==> config.mk <==
export PLATFORM = sky130hd
export DESIGN_NAME = rr_arb8
export DESIGN_NICKNAME = d
export VERILOG_FILES = /design/src/rtl/arb_pkg.sv /design/src/rtl/mux8.sv /design/src/rtl/rr_arb8.sv
export SDC_FILE = /design/constraint.sdc
export NUM_CORES = 1
export LEC_CHECK = 0
export CORE_ASPECT_RATIO = 2
export CORE_UTILIZATION = 35
export DETAILED_ROUTE_END_ITERATION = 8
export SLEW_MARGIN = 20
export SYNTH_ARGS = -nofsm -noshare
export SYNTH_HDL_FRONTEND = slang
export SYNTH_SLANG_ARGS = --single-unit
==> constraint.sdc <==
create_clock -name clk -period 3.5 [get_ports clk]
set_clock_uncertainty 0.15 [all_clocks]
set_input_delay 0.525 -clock clk [delete_from_list [all_inputs] [get_ports clk]]
set_output_delay 0.525 -clock clk [all_outputs]
set_load 0.02 [all_outputs]
==> src/rtl/arb_pkg.sv <==
// Shared types and constants for the 8-way round-robin arbiter.
package arb_pkg;

    localparam int NREQ  = 8;
    localparam int SEL_W = 3;

    typedef enum logic {
        IDLE = 1'b0,
        BUSY = 1'b1
    } arb_state_t;

    typedef logic [SEL_W-1:0] sel_t;

    // One-hot decode of a requester index.
    function automatic logic [NREQ-1:0] onehot(input sel_t s);
        logic [NREQ-1:0] v;
        v    = '0;
        v[s] = 1'b1;
        return v;
    endfunction

endpackage

==> src/rtl/mux8.sv <==
// 8:1 single-bit data mux, steered by the arbiter's owner index.
module mux8
    import arb_pkg::*;
(
    input  logic [NREQ-1:0] din,
    input  sel_t            sel,
    output logic            dout
);

    assign dout = din[sel];

endmodule

==> src/rtl/rr_arb8.sv <==
// Round-robin arbiter/sequencer: grants one of eight requesters the shared
// output channel for up to MAX_BEATS accepted beats, then rotates priority.
module rr_arb8
    import arb_pkg::*;
#(
    parameter int MAX_BEATS = 4
) (
    input  logic       clk,
    input  logic       reset,
    input  logic [7:0] req,
    input  logic [7:0] d,
    output logic [7:0] ack,
    output logic [7:0] grant,
    output logic       out_valid,
    input  logic       out_ready,
    output logic       out_data,
    output logic [2:0] out_src,
    output logic       busy
);

    localparam int CNT_W = $clog2(MAX_BEATS + 1);
    localparam logic [CNT_W-1:0] LAST_BEAT = CNT_W'(MAX_BEATS - 1);

    // Rotate the request vector so ptr sits at bit 0, take the lowest set
    // bit, then add ptr back to recover the absolute index.
    function automatic sel_t rr_pick(input logic [NREQ-1:0] r, input sel_t p);
        logic [2*NREQ-1:0] dbl;
        logic [NREQ-1:0]   rot;
        sel_t              k;
        dbl = {r, r} >> p;
        rot = dbl[NREQ-1:0];
        k   = '0;
        for (int i = NREQ - 1; i >= 0; i--) begin
            if (rot[i]) k = sel_t'(i);
        end
        return p + k;
    endfunction

    arb_state_t       state_reg;
    sel_t             ptr_reg;
    sel_t             owner_reg;
    logic [CNT_W-1:0] cnt_reg;

    logic is_busy;
    logic xfer;
    logic release_now;

    assign is_busy     = (state_reg == BUSY);
    assign out_valid   = is_busy & req[owner_reg];
    // A reset cycle never acknowledges: the in-flight beat is dropped.
    assign xfer        = out_valid & out_ready & ~reset;
    assign release_now = ~req[owner_reg] | (xfer & (cnt_reg == LAST_BEAT));

    assign busy    = is_busy;
    assign out_src = owner_reg;

    generate
        for (genvar gi = 0; gi < NREQ; gi++) begin : g_port
            assign grant[gi] = is_busy & (owner_reg == sel_t'(gi));
            assign ack[gi]   = xfer & (owner_reg == sel_t'(gi));
        end
    endgenerate

    mux8 u_mux (
        .din  (d),
        .sel  (owner_reg),
        .dout (out_data)
    );

    // Arbitration FSM: pick in IDLE, count beats and release in BUSY.
    always_ff @(posedge clk) begin
        if (reset) begin
            state_reg <= IDLE;
            ptr_reg   <= '0;
            owner_reg <= '0;
            cnt_reg   <= '0;
        end else begin
            case (state_reg)
                IDLE: begin
                    if (|req) begin
                        owner_reg <= rr_pick(req, ptr_reg);
                        cnt_reg   <= '0;
                        state_reg <= BUSY;
                    end
                end
                BUSY: begin
                    if (release_now) begin
                        state_reg <= IDLE;
                        ptr_reg   <= owner_reg + sel_t'(1);
                        cnt_reg   <= '0;
                    end else if (xfer) begin
                        cnt_reg <= cnt_reg + CNT_W'(1);
                    end
                end
                default: state_reg <= IDLE;
            endcase
        end
    end

endmodule
* Word-level counts from Yosys, hierarchy flattened *
Index checks and enable logic that the tools add are counted.

storage, ports and cells
  output and inout port bits = 22
  input bits = 19
  register bits after elaboration = 10
  word-level logic and storage cells = 70

cells by class
  magnitude comparators = 1
  bitwise logic cells = 24
  add/subtract/negate cells = 3
  muxes and demuxes = 22
  equal/unequal tests = 10
  reduce and logical (&&, ||, !) cells = 5
  shift-type cells = 1

operators with widths
  cell                                                 number
  two-way mux 3 bit                                    14
  AND 1 bit                                            20
  right shift 16 x 3 -> 8 bit                          1
  == test 3 bit (second input constant)                4
  == test 3 x 2 -> 1 bit (second input constant)       3
  OR reduction 8 bit                                   1
  adder 3 x 1 -> 3 bit (second input constant)         2
  binary-select mux 1 bit (select 3 bit)               2
  case mux 3 bit (2 select lines)                      1
  AND reduction 2 bit                                  3
  < comparator 3 x 4 -> 1 bit (second input constant)  1
  two-way mux 1 bit                                    4
  adder 3 bit                                          1
  == test 3 x 1 -> 1 bit (second input constant)       1
  zero test 3 bit                                      1
  != test 3 x 1 -> 1 bit (second input constant)       1
  inverter 1 bit                                       3
  != test 2 bit (second input constant)                1
  case mux 1 bit (2 select lines)                      1
  bitwise OR 1 bit                                     1

* Longest topological paths before layout *
  depth after elaboration = 13
  mapped depth = 14
  depth with buffers taken out = 12

* Cells and area by module *
A second synthesis with hierarchy kept.

unflattened totals
  cell total of the unflattened synthesis = 143
  area total of the unflattened synthesis = 1475.2 um^2

by module, submodules not included
  module   seq. area each (um^2)  cells an instance  instances  area each (um^2)
  rr_arb8  200.2                  140                1          1411.4
  mux8     0.0                    3                  1          63.8

* Worst setup path after synthesis *
No wires, ideal clock.

  path kind = register to register
  start point = register ptr_reg[0]
  end point = register owner_reg[2], in the netlist out_src[2]
  path slack = 0.188 ns
  stages on the path, launching flop included = 15
  period minus slack after synthesis = 3.312 ns
  buffers on the path = 2
  arrival time = 3.026 ns
  path through = dfxtp_1 > clkbuf_1 > buf_2 > mux4_2 > o21a_1 > nor2_1 > o21ai_0 > a21oi_1 > ha_1 > inv_1 > fa_1 > xnor2_1 > nand2_1 > a2111oi_0 > a211oi_1

between the ends
  cells in the longest elaborated chain, start to end = 13

RTL lines
  item                             line           text
  start, declared                  rr_arb8.sv:40  sel_t ptr_reg;
  start signal, assigned           rr_arb8.sv:89  ptr_reg <= owner_reg + sel_t'(1);
  right shift 16 x 3 -> 8 bit      rr_arb8.sv:30  dbl = {r, r} >> p;
  two-way mux 3 bit (8 in series)  rr_arb8.sv:34  if (rot[i]) k = sel_t'(i);
  two-way mux 3 bit                rr_arb8.sv:80  if (|req) begin
  two-way mux 3 bit                rr_arb8.sv:78  case (state_reg)
  two-way mux 3 bit                rr_arb8.sv:72  if (reset) begin
  adder 3 bit (*)                  rr_arb8.sv:36  return p + k;
  end signal, assigned             rr_arb8.sv:81  owner_reg <= rr_pick(req, ptr_reg);
  end, declared                    rr_arb8.sv:41  sel_t owner_reg;

Mark *: on every way between the ends. The rest lies on a longest branch, timed or not. The select of a mux whose other input is x is not followed.
A chain may end at the register's enable or synchronous reset.

* Worst setup path after layout *
  start point = input req[6]
  end point = output ack[1]

between the ends
  cells in the longest elaborated chain, start to end = 6

RTL lines
  item                                     line           text
  start, declared                          rr_arb8.sv:10  input logic [7:0] req,
  binary-select mux 1 bit (select 3 bit)   rr_arb8.sv:49  assign out_valid = is_busy & req[owner_reg];
  two-way mux 1 bit (implied by the code)  rr_arb8.sv:49
  AND 1 bit                                rr_arb8.sv:49
  AND 1 bit (2 in series)                  rr_arb8.sv:51  assign xfer = out_valid & out_ready & ~reset;
  AND 1 bit                                rr_arb8.sv:60  assign ack[gi] = xfer & (owner_reg == sel_t'(gi));
  end, declared                            rr_arb8.sv:12  output logic [7:0] ack,

Every way passes these cells. The select of a mux whose other input is x is not followed.

==> flow_summary.json <==
{
  "status": "finished clean",
  "rows": 33,
  "critPathSlowestCell": "mux4_1",
  "synth_top_area_share": 0.182,
  "finalHoldViolations": 0,
  "viasPerCell": 5.43,
  "clock_latency_ns": 0.24,
  "finalWeightedCongestion": 0.817,
  "powerDensity_nw_per_um2": 353,
  "pre_cts_slack_ns": -0.352,
  "overflow": 0,
  "p_leak_nw": 0.996,
  "syn_inst": 145,
  "place_area_um2": 2110,
  "die_area_um2": 4520,
  "die_w_um": 48.1,
  "synthArstFlopShare": 0,
  "start_util": 0.363,
  "fin_crit_sh": 0.973,
  "antenna_cells": 0,
  "cts.path.max_buffers": 2,
  "totalWireLength_mm": 3.95,
  "maxSlewHeadroom": 0.617,
  "clock-sinks": 10,
  "end_kind": "output port",
  "avgSynthCellArea_um2": 10.2,
  "wire_per_inst_um": 15.2,
  "synth_edf_count": 0,
  "worstPathCellList": "clkdlybuf4s50_1, buf_4, mux4_1, mux2_4, and4b_2, and3_2, dlygate4sd2_1",
  "startpoint": "req[6]",
  "ant_nets": 0,
  "ir_drop_mv": 0.165,
  "synth_top_area_cell": "mux4_2",
  "antenna_found_initial": 0,
  "yosysUniqueCellTypes": 39,
  "fp.dieH_um": 94.1,
  "drt_first_pass_iters": 4,
  "cts_max_level": 1,
  "cts_tree": "yes",
  "core-area_um2": 4090,
  "tightest_slew_ns": 0.574,
  "clock-root-buffer": "clkbuf_8",
  "setup_ws_ns": 0.0956,
  "rsz0062_at_grt": "yes",
  "postCtsSetupRepairBufs": 0,
  "min_path_type": "reg -> reg",
  "layout_common_cells": "buf_4 (28), clkdlybuf4s50_1 (24), nor2_1 (17)",
  "yosys_register_bits": 10,
  "clock.fmax_mhz": 294,
  "hpwlAfterDp_mm": 3.34,
  "worst_path_largest_cell_delay_ns": 0.49,
  "required_ns": 2.82,
  "start_kind": "input port",
  "finalNetCount": 238,
  "r2r_cells": 12,
  "setup_viol": 0,
  "pin_count": 41,
  "critical_path_class": "in -> out",
  "critPathMaxFanout": 9,
  "vias": 1412,
  "syn_area_um2": 1490,
  "synth-seq-area-share": 0.135,
  "syn_nets": 174,
  "num-fill-cells": 380,
  "total_power_w": 0.000766,
  "hold_path.startpoint": "cnt_reg[1]$_SDFFE_PP0P_",
  "portBuffers": 40,
  "synth_ff_type": "dfxtp_1",
  "ys_warn_count": 0,
  "drt_iter0_drc": 22,
  "area_growth_pct": 46.2,
  "final_common_cell": "buf_4",
  "grt_pass1_vias": 1501,
  "final_cell_area_um2": 2170,
  "grt_pass1_wl_mm": 6.64,
  "worstPathArrival_ns": 2.73,
  "synth_area_leaders": "mux4_2 (18%), mux4_1 (14%), dfxtp_1 (13%)",
  "layout-drive-gt1-share": 0.341,
  "whs_path_depth": 1,
  "grt_max_degree": 14,
  "maxSlewViolCount": 0,
  "post-route-drc-count": 0,
  "timing.rr.start": "ptr_reg[0]$_SDFFE_PP0P_",
  "path_clk_slew_ns": 0.04,
  "maxCapViolCount": 0,
  "numCtsBuffers": 3,
  "grt.total_usage": 0.200,
  "min_period_ns": 3.40
}
## final timing paths
check	end	slack, ns
worst min register to register	cnt_reg[1]$_SDFFE_PP0P_	0.34
worst max-delay path	ack[1]	0.1
worst max register to register	out_src[2]$_SDFFE_PP0P_	0.34
worst min-delay path	cnt_reg[1]$_SDFFE_PP0P_	0.34
## through the flow
stage | setup TNS [ns] | hold slack, ns | utilization | cells
floorplan | 0 | 0.304 | - | 145
global placement | -1.67 | 0.317 | 0.516 | 256
detailed placement | -2.24 | 0.332 | 0.516 | 256
CTS | 0 | 0.346 | 0.525 | 260
global route | -0.0738 | 0.361 | 0.531 | 260
finish | 0 | 0.339 | 0.531 | 260
## cells in the mapped netlist (2+ instances only)
library cell  count
a2111oi_0         2
a211oi_1          2
a21oi_1           7
a22o_2            2
a31oi_1           3
and2_1            6
and2_2            4
and3_1            3
and3_2            6
and4b_1           2
buf_2             2
buf_6             2
clkbuf_1          3
dfxtp_1          10
ha_1              9
inv_1             8
inv_2             2
mux2_2            5
mux2i_1           5
mux4_1            8
mux4_2           12
nand2_1           4
nor2_1           17
nor2b_1           3
o21ai_0           3
o21bai_1          2
## power breakdown
group	internal (W)	total (W)	switching (W)
clock	0.0000989	0.000144	0.0000455
sequential	0.000130	0.000159	0.0000298
combinational	0.000256	0.000463	0.000207
## routing by layer
layer	global-route usage	wire length, um	up-vias
met2	0.403	2440	38
li1	-	-	683
met3	0.0115	91	8
met5	0	0	-
met4	0.0463	59	0
met1	0.198	1360	683
## cell type report
type	instances	area, um^2	share of cell area
Multi-Input combinational cell	116	1210	0.556
Sequential cell	10	200	0.0922
Inverter	10	37.5	0.0173
Clock buffer	4	55.1	0.0254
Tap cell	52	65.1	0.0300
Timing Repair Buffer	68	607	0.280
## logic make-up (layout without fill, tap and decap cells)
kind of cell / count (synthesis) / in the layout / share of synthesized area
DFF: 10 / 10 / 0.135
muxes: 31 / 31 / 0.405
AOI/OAI and AO/OA: 25 / 25 / 0.115
xor gates and xnor gates: 1 / 1 / 0.00590
buffers and inverters: 19 / 82 / 0.0607
adders and majority gates: 10 / 10 / 0.0893
and+or+nand+nor: 49 / 49 / 0.190
## worst max-delay path, delay by kind of cell
family | cells | cell delay, ns
and+or+nand+nor | 2 | 0.48
muxes | 2 | 0.78
buffers and inverters | 3 | 0.94
## timing repair
| action | in CTS | in global routing |
|---|---|---|
| gates resized for setup | 13 | 11 |
| hold buffers | 0 | 0 |
| gates cloned | 0 | 0 |
| endpoints found under the setup margin | 10 | 10 |
Power figures use the tool's default switching activity.
